File: src/rtl/fifo_wr_arbiter_if.sv
// fifo_wr_arbiter_if: producer handshakes and FIFO write port shared by the arbiter.
interface fifo_wr_arbiter_if #(parameter int N = 4, parameter int DW = 8);
  logic [N-1:0] req_valid;
  logic [N*DW-1:0] req_data;
  logic [N-1:0] req_en;
  logic [N-1:0] req_ready;
  logic fifo_full;
  logic fifo_wr;
  logic [DW-1:0] fifo_din;
  logic [$clog2(N)-1:0] grant_id;
  logic busy;
  modport master (input req_valid, req_data, req_en, fifo_full,
                  output req_ready, fifo_wr, fifo_din, grant_id, busy);
  modport slave (output req_valid, req_data, req_en, fifo_full,
                 input req_ready, fifo_wr, fifo_din, grant_id, busy);
endinterface

File: src/rtl/fifo_wr_arbiter.sv
// fifo_wr_arbiter: round-robin arbiter sharing one FIFO write port among N producers in bounded bursts.
module fifo_wr_arbiter #(
  parameter int N = 4,
  parameter int DW = 8,
  parameter int MAX_BURST = 4
) (
  input logic clk,
  input logic rst,
  fifo_wr_arbiter_if.master bus
);
  localparam int GW = $clog2(N);
  typedef enum logic {IDLE, GRANT} state_t;
  state_t st;
  logic [GW-1:0] g, last, nxt;
  logic [4:0] bcnt;
  logic [N-1:0] elig;
  logic act;
  always_comb begin
    elig = bus.req_valid & bus.req_en;
    nxt = last;
    // walk from farthest to nearest so the first eligible after last wins
    for (int i = N; i >= 1; i--)
      if (elig[(int'(last) + i) % N]) nxt = GW'((int'(last) + i) % N);
    act = st == GRANT && !rst && bus.req_en[g] && !bus.fifo_full;
    bus.req_ready = act ? N'(1) << g : '0;
    bus.fifo_wr = act && bus.req_valid[g];
    bus.fifo_din = bus.req_data[g*DW +: DW];
    bus.busy = st == GRANT;
    bus.grant_id = g;
  end
  always_ff @(posedge clk) begin
    if (rst) begin
      st <= IDLE;
      g <= '0;
      last <= GW'(N - 1);
      bcnt <= '0;
    end else if (st == IDLE) begin
      if (|elig) begin
        st <= GRANT;
        g <= nxt;
        last <= nxt;
        bcnt <= '0;
      end
    end else if (!bus.req_valid[g] || !bus.req_en[g]) begin
      st <= IDLE;
    end else if (bus.fifo_wr) begin
      bcnt <= bcnt + 5'd1;
      if (bcnt == 5'(MAX_BURST - 1)) st <= IDLE;
    end
  end
endmodule

File: src/flat_wrapper.sv
// flat-port wrapper written by rule: the top's interface ports become plain ports
module fifo_wr_arbiter_flat 
#(
  parameter int N = 4,
  parameter int DW = 8,
  parameter int MAX_BURST = 4
)
  (clk, rst, bus_req_valid, bus_req_data, bus_req_en, bus_fifo_full, bus_req_ready, bus_fifo_wr, bus_fifo_din, bus_grant_id, bus_busy);
  fifo_wr_arbiter_if #(.N(N), .DW(DW)) bus_i ();
  input logic clk;
  input logic rst;
  input wire logic [$bits(bus_i.req_valid)-1:0] bus_req_valid;
  input wire logic [$bits(bus_i.req_data)-1:0] bus_req_data;
  input wire logic [$bits(bus_i.req_en)-1:0] bus_req_en;
  input wire logic [$bits(bus_i.fifo_full)-1:0] bus_fifo_full;
  output wire logic [$bits(bus_i.req_ready)-1:0] bus_req_ready;
  output wire logic [$bits(bus_i.fifo_wr)-1:0] bus_fifo_wr;
  output wire logic [$bits(bus_i.fifo_din)-1:0] bus_fifo_din;
  output wire logic [$bits(bus_i.grant_id)-1:0] bus_grant_id;
  output wire logic [$bits(bus_i.busy)-1:0] bus_busy;
  assign bus_i.req_valid = bus_req_valid;
  assign bus_i.req_data = bus_req_data;
  assign bus_i.req_en = bus_req_en;
  assign bus_i.fifo_full = bus_fifo_full;
  assign bus_req_ready = bus_i.req_ready;
  assign bus_fifo_wr = bus_i.fifo_wr;
  assign bus_fifo_din = bus_i.fifo_din;
  assign bus_grant_id = bus_i.grant_id;
  assign bus_busy = bus_i.busy;
  fifo_wr_arbiter #(.N(N), .DW(DW), .MAX_BURST(MAX_BURST)) u_core (.clk(clk), .rst(rst), .bus(bus_i));
endmodule
File: config.mk
export PLATFORM = sky130hd
export DESIGN_NAME = fifo_wr_arbiter_flat
export DESIGN_NICKNAME = d
export VERILOG_FILES = /design/src/rtl/fifo_wr_arbiter_if.sv /design/src/rtl/fifo_wr_arbiter.sv /design/src/flat_wrapper.sv
export SDC_FILE = /design/constraint.sdc
export NUM_CORES = 1
export LEC_CHECK = 0
export BUFFER_PORTS_ARGS = -buffer_cell sky130_fd_sc_hd__buf_2
export CAP_MARGIN = 10
export CORE_MARGIN = 2
export CORE_UTILIZATION = 35
export CTS_CLUSTER_SIZE = 16
export DETAILED_ROUTE_END_ITERATION = 8
export HOLD_SLACK_MARGIN = 0.15
export PLACE_DENSITY = 0.66
export SETUP_SLACK_MARGIN = 0.4
export SYNTH_ARGS = -nofsm -noshare
export SYNTH_HDL_FRONTEND = slang
export SYNTH_SLANG_ARGS = --single-unit
File: constraint.sdc
create_clock -name clk -period 2.09 [get_ports clk]
set_input_delay 0.209 -clock clk [delete_from_list [all_inputs] [get_ports clk]]
set_output_delay 0.209 -clock clk [all_outputs]
set_load 0.02 [all_outputs]
==> impl_metrics.py, run 1 <==
metrics = {
    "global_route": {
        "overflow": 0,
        "grt_util_all_layers_pct": 19.8,
        "grt_max_degree": 15,
        "antenna_found_initial": 0,
        "grt_pass1_wl_mm": 3.97,
        "grt_pass1_vias": 896,
    },
    "logic_synthesis": {
        "synth.cell_area_um2": 835,
        "yosys.area.top_type": "mux4_2",
        "synth-adder-area-share_pct": 1.50,
        "ys_ff_latch": 10,
        "synth_area_leaders": "mux4_2 (27%), dfxtp_1 (24%), nand2_1 (7.2%), and2_4 (3.1%), a21oi_1 (2.4%)",
        "ys_warn_count": 0,
        "syn_area_per_cell_um2": 9.48,
        "muxShareOfSynthArea_pct": 29.4,
        "synth_simple_gate_area_share_pct": 27.1,
        "synth_compound_area_share_pct": 12.1,
        "ys_seq_area_share_pct": 24.0,
        "ys_types": 38,
        "synth_top_family_by_area": "multiplexers",
        "syn-num-nets": 132,
        "synth_xor_area_share_pct": 2.10,
        "postSynthCellCount": 88,
        "synth_top_area_share_pct": 27.0,
    },
    "floorplan": {
        "core_mm2": 0.00223,
        "dieHeight_um": 52.8,
        "die_area_mm2": 0.00279,
        "ioPinCount": 59,
        "die_w_um": 52.8,
        "rows": 17,
        "initial_core_util_pct": 37.4,
    },
    "clocking": {
        "cts_buffers": 3,
        "clock_sinks": 10,
        "htree_levels": 1,
        "insertion_delay_ns": 0.27,
        "path_clk_slew_ns": 0.07,
        "cts_root_buf": "clkbuf_4",
        "clockBufferDepth": 2,
        "cts_tree": "yes",
    },
    "drt": {
        "drc": 0,
        "drt_iter0_markers": 26,
        "antenna_left": 0,
        "first_pass_iters": 4,
        "viasPerCell": 5.36,
        "dr_total_vias": 964,
        "post_drt_wl_per_cell_um": 14.7,
        "drt-total-wl_mm": 2.64,
    },
    "cells_and_area": {
        "syn_to_final_growth_pct": 54.9,
        "antenna_cells": 0,
        "postLayoutCellArea_mm2": 0.00129,
        "layout-drive-gt1-share_pct": 58.6,
        "nets": 197,
    },
    "placement": {
        "dp_hpwl_mm": 2.09,
        "dpl_cell_area_mm2": 0.00115,
        "io_buffers": 58,
        "gp_congestion": 0.842,
    },
    "worst_setup_path": {
        "start_kind": "flip-flop",
        "cp_max_fo": 3,
        "critPathTopFamily": "multiplexers",
        "required_ns": 1.88,
        "slowest_stage": "mux4_2",
        "worstSetupPathType": "flip-flop to output port",
        "cpPeakStageDelay_ns": 0.52,
        "path_cells": "mux4_2 -> and2_4 -> buf_6",
        "end_kind": "output port",
        "arrival_ns": 1.45,
        "path_buf_inv": 1,
    },
    "timing": {
        "fin_crit_sh_pct": 79.5,
        "setup_viol": 0,
        "clock_skew_ns": 0.0101,
        "fin_crit_ns": 1.66,
        "fin_setup_tns_ns": 0,
        "hold_viol_final": 0,
        "slew_headroom_pct": 58.4,
        "rsz0062_at_grt": "yes",
        "timing.fmax_mhz": 602,
        "worst_pin_slew_ns": 0.621,
        "slew_violations": 0,
    },
    "power": {
        "leakage_nw": 0.589,
        "ir_worst_vdd_v": 0.000407,
        "powerDensity_mw_per_mm2": 565,
    },
    "hold_path": {
        "hp-class": "input pin to flip-flop",
    },
    "outcome": {
        "outcome": "finished, final reports clean",
    },
    "run": {
        "cap_violations": 0,
    },
}
==> logic make-up after synthesis <==
logic type / after synthesis
simple gates: 42
fa+ha+maj: 1
buf+inv: 6
compound gates: 15
xor+xnor: 2
flops: 10
mux: 12
==> power by group <==
group / leakage (nW) / internal [W] / switching [W]
registers: 0.0836 / 0.000205 / 0.0000168
logic: 0.485 / 0.000176 / 0.000157
clock network: 0.0210 / 0.000106 / 0.0000697
total: 0.589 / 0.000486 / 0.000244
==> what timing repair did <==
item,4_1_cts,5_1_grt
hold buffers,0,0
resized for setup,9,7
buffers inserted,5,0
setup endpoints to repair,13,4
cloned,0,1
==> routing by layer <==
metal  vias up  track usage (%)  part of all wire, %
met5         -                0                    0
met3        11             4.57                  5.6
met1       451             21.6                   37
met4         0             5.13                  1.6
li1        465                -                    -
met2        37             37.7                   55
==> state kept, by name, indices dropped and copies added, names as in the netlist <==
signal and flops:
u_core.bcnt 5, u_core.last 2, u_core.bus.grant_id 2, u_core.bus.busy 1
==> placed cells by master, fill, tap and decap left out, types with 2 or more instances in the layout <==
master,netlist,final
and2_4,3,3
dfxtp_4,0,3
nand2_1,16,16
clkbuf_4,0,3
mux2i_1,2,2
mux4_2,10,10
nand3_1,3,3
buf_2,1,54
buf_6,1,3
nor2_1,5,5
buf_4,0,6
nor3_1,2,2
a21oi_1,4,4
dfxtp_1,10,7
a211oi_1,2,2
o21ai_0,2,2
==> cells in the mapped netlist <==
| cell | count |
|---|---|
| or2b_1 | 1 |
| nand3_1 | 3 |
| and4_4 | 1 |
| ha_1 | 1 |
| a21oi_1 | 4 |
| and3_1 | 1 |
| clkbuf_1 | 3 |
| buf_2 | 1 |
| nor4_1 | 1 |
| a22oi_1 | 1 |
| and2_0 | 1 |
| buf_6 | 1 |
| mux2i_1 | 2 |
| a221oi_1 | 1 |
| o211ai_1 | 1 |
| mux4_2 | 10 |
| nand2b_1 | 1 |
| or2_2 | 1 |
| nor3b_1 | 1 |
| a31oi_1 | 1 |
| and2_1 | 1 |
| a211oi_1 | 2 |
| and4_1 | 1 |
| o21ai_0 | 2 |
| xor2_1 | 1 |
| o221ai_1 | 1 |
| nor3_1 | 2 |
| inv_1 | 1 |
| and2_4 | 3 |
| or3b_2 | 1 |
| nor4b_1 | 1 |
| a21boi_0 | 1 |
| a221o_1 | 1 |
| dfxtp_1 | 10 |
| nand2_1 | 16 |
| xnor2_1 | 1 |
| or3_1 | 1 |
| nor2_1 | 5 |
==> per-stage QoR <==
step	hold WS (ns)	setup WS, ns	std cells	util, %	total power (W)
6_report	0.208	0.429	180	57.9	0.000730
5_1_grt	0.231	0.381	180	57.9	0.000772
4_1_cts	0.203	0.389	179	55.8	0.000715
3_5_place_dp	0.488	0.377	170	51.4	0.000510
3_3_place_gp	0.478	0.414	170	51.4	0.000501
2_1_floorplan	0.452	0.355	88	-	0.000414
==> path summary, 6_finish.rpt <==
check / from / endpoint / slack [ns] / cells after the start
worst min-delay path: rst / u_core.bus.grant_id[1] / 0.21 / 2
worst max-delay path: u_core.bus.grant_id[1] / bus_fifo_wr / 0.43 / 3
worst max register to register: u_core.bus.grant_id[1] / u_core.bcnt[3] / 0.49 / 5
worst min register to register: u_core.bcnt[1] / u_core.bcnt[1] / 0.50 / 2
==> layout make-up <==
| type | instances | area [um2] |
|---|---|---|
| inverter | 1 | 3.75 |
| clock buffer | 4 | 36.3 |
| sequential | 10 | 211 |
| multi-input combinational | 72 | 612 |
| tap | 28 | 35.0 |
| timing repair buffer | 65 | 394 |
| fill | 232 | 941 |
No activity file was read; power rests on OpenSTA's default activity.
==> run 2: changes to the inputs <==
--- a/config.mk
+++ b/config.mk
@@ -12,7 +12,7 @@
 export CTS_CLUSTER_SIZE = 16
 export DETAILED_ROUTE_END_ITERATION = 8
 export HOLD_SLACK_MARGIN = 0.15
-export PLACE_DENSITY = 0.66
+export PLACE_DENSITY = 0.69
 export SETUP_SLACK_MARGIN = 0.4
 export SYNTH_ARGS = -nofsm -noshare
 export SYNTH_HDL_FRONTEND = slang
==> constraint.sdc (replaced) <==
create_clock -name clk -period 1.5 [get_ports clk]
set_input_delay 0.15 -clock clk [delete_from_list [all_inputs] [get_ports clk]]
set_output_delay 0.15 -clock clk [all_outputs]
set_load 0.02 [all_outputs]
==> run 2 against run 1 <==
Against the previous run: the flow now finishes with violations (setup timing); final cell count rose by 13%; core utilization rose by 19 points; power rose by 72%; first-iteration DRC count fell by 27%; die area did not move; setup slack got worse by 0.57 ns; sequential power rose by 41%.
==> impl_metrics.py, run 2 (same netlist as run 1, synthesis figures left out) <==
metrics = {
    "run": {
        "cap_violations": 0,
    },
    "placement": {
        "io_buffers": 58,
        "gp_congestion": 0.805,
        "dp_hpwl_mm": 2.17,
        "dp.cells": 173,
    },
    "power": {
        "leakage_nw": 0.773,
        "powerDensity_mw_per_mm2": 729,
        "ir_worst_vdd_v": 0.000675,
        "total_power_w": 0.00126,
    },
    "timing": {
        "timing.fmax_mhz": 608,
        "setup_viol": 17,
        "fin_crit_ns": 1.65,
        "fin_ws_ns": -0.146,
        "clock_skew_ns": 0.0119,
        "slew_headroom_pct": 64.0,
        "slew_violations": 0,
        "hold_viol_final": 0,
        "rsz0062_at_grt": "yes",
        "worst_pin_slew_ns": 0.540,
        "fin_crit_sh_pct": 110,
    },
    "global_route": {
        "grt_util_all_layers_pct": 22.8,
        "antenna_found_initial": 0,
        "gr-max-usage-layer": "met2",
        "met3_usage_pct": 5.14,
        "grt_util_met2_pct": 47.5,
        "grt_pass1_wl_mm": 4.62,
        "overflow": 0,
        "grt_max_degree": 15,
        "grt_pass1_vias": 1052,
        "met1_usage_pct": 21.8,
    },
    "floorplan": {
        "die_area_mm2": 0.00279,
        "core_mm2": 0.00223,
        "initial_core_util_pct": 37.4,
        "die_w_um": 52.8,
        "rows": 17,
        "dieHeight_um": 52.8,
        "ioPinCount": 59,
    },
    "drt": {
        "drt_iter0_markers": 19,
        "antenna_left": 0,
        "dr_total_vias": 1129,
        "viasPerCell": 5.56,
        "post_drt_wl_per_cell_um": 18.0,
        "drt-total-wl_mm": 3.65,
        "drc": 0,
        "first_pass_iters": 4,
    },
    "cells_and_area": {
        "max_flop_register": "u_core.bcnt",
        "final_common_cell": "buf_2",
        "syn_to_final_growth_pct": 107,
        "antenna_cells": 0,
        "fin_cells": 203,
        "nets": 220,
        "fin_util_pct": 77.3,
        "largest_register_ffs": 5,
        "layout_common_cells": "buf_2 (42), buf_6 (28), nand2_1 (15)",
        "layout-drive-gt1-share_pct": 73.7,
    },
    "clocking": {
        "clockBufferDepth": 2,
        "clock_sinks": 10,
        "cts_buffers": 3,
        "cts_root_buf": "clkbuf_4",
        "htree_levels": 1,
        "insertion_delay_ns": 0.27,
        "cts_tree": "yes",
        "path_clk_slew_ns": 0.07,
    },
    "worst_setup_path": {
        "end_kind": "flip-flop",
        "cp_max_fo": 5,
        "worstSetupPathType": "flip-flop to flip-flop",
        "required_ns": 1.67,
        "start_kind": "flip-flop",
        "arrival_ns": 1.81,
    },
    "outcome": {
        "outcome": "complete, but fails checks",
        "failed_checks": "setup timing",
    },
    "hold_path": {
        "hp-class": "input pin to flip-flop",
    },
}
[run 2: cell count changes in the layout (fill, tap and decap cells not counted), moves of 3 or more]
cell and delta:
buf_6 +25, nor2_1 -3, buf_4 +8, buf_2 -12
[run 2: final timing paths]
| path | to | depth (start not counted) | slack [ns] | from |
|---|---|---|---|---|
| setup / recovery | u_core.bcnt[0] | 6 | -0.15 | u_core.bus.grant_id[1] |
| hold / removal | u_core.bus.busy | 3 | 0.30 | rst |
| setup reg to reg | u_core.bcnt[0] | 6 | -0.15 | u_core.bus.grant_id[1] |
| hold reg to reg | u_core.bcnt[1] | 2 | 0.51 | u_core.bcnt[1] |
[run 2: timing repair]
item                       in CTS  in global routing
hold endpoints to repair        1                  0
gates resized for setup        43                 29
setup buffers                  14                 10
gates cloned                    0                  1
hold buffers                    1                  0
pin swaps                      13                  8
setup endpoints to repair      25                 26
[run 2: area by class of cell]
class	instances	area (um2)
Timing Repair Buffer	88	701
Clock buffer	4	36.3
Fill cell	142	507
Multi-Input combinational cell	72	734
Inverter	1	3.75
Tap cell	28	35.0
Sequential cell	10	216
[run 2: where the power goes]
part	switching (W)	leakage [nW]	internal, W
clock network	0.0000974	0.0210	0.000147
logic	0.000301	0.668	0.000402
registers	0.0000249	0.0842	0.000287
[run 2: critical path, stage by stage (launching register included)]
cell	delay (ns)
dfxtp_4	0.36
mux4_2	0.53
and2_4	0.19
buf_6	0.13
buf_6	0.12
xnor2_4	0.16
nor2_1	0.07
[run 2: metal layers]
metal,wire (um),vias up,share of wire [%]
met5,0,-,0
met4,116,0,3.2
met3,212,12,5.8
met2,2110,53,58
met1,1220,553,33
li1,-,511,-
[run 2: through the flow]
step                      area [um2]  setup slack [ns]  hold WS (ns)  TNS [ns]
after floorplan                  908           -0.0760         0.421   -0.0920
after global placement          1220            0.0462         0.362         0
after detailed placement        1220            0.0220         0.365         0
after CTS                       1520            -0.125         0.270     -1.17
after global routing            1730            -0.172         0.313     -2.21
final                           1730            -0.146         0.299     -1.51
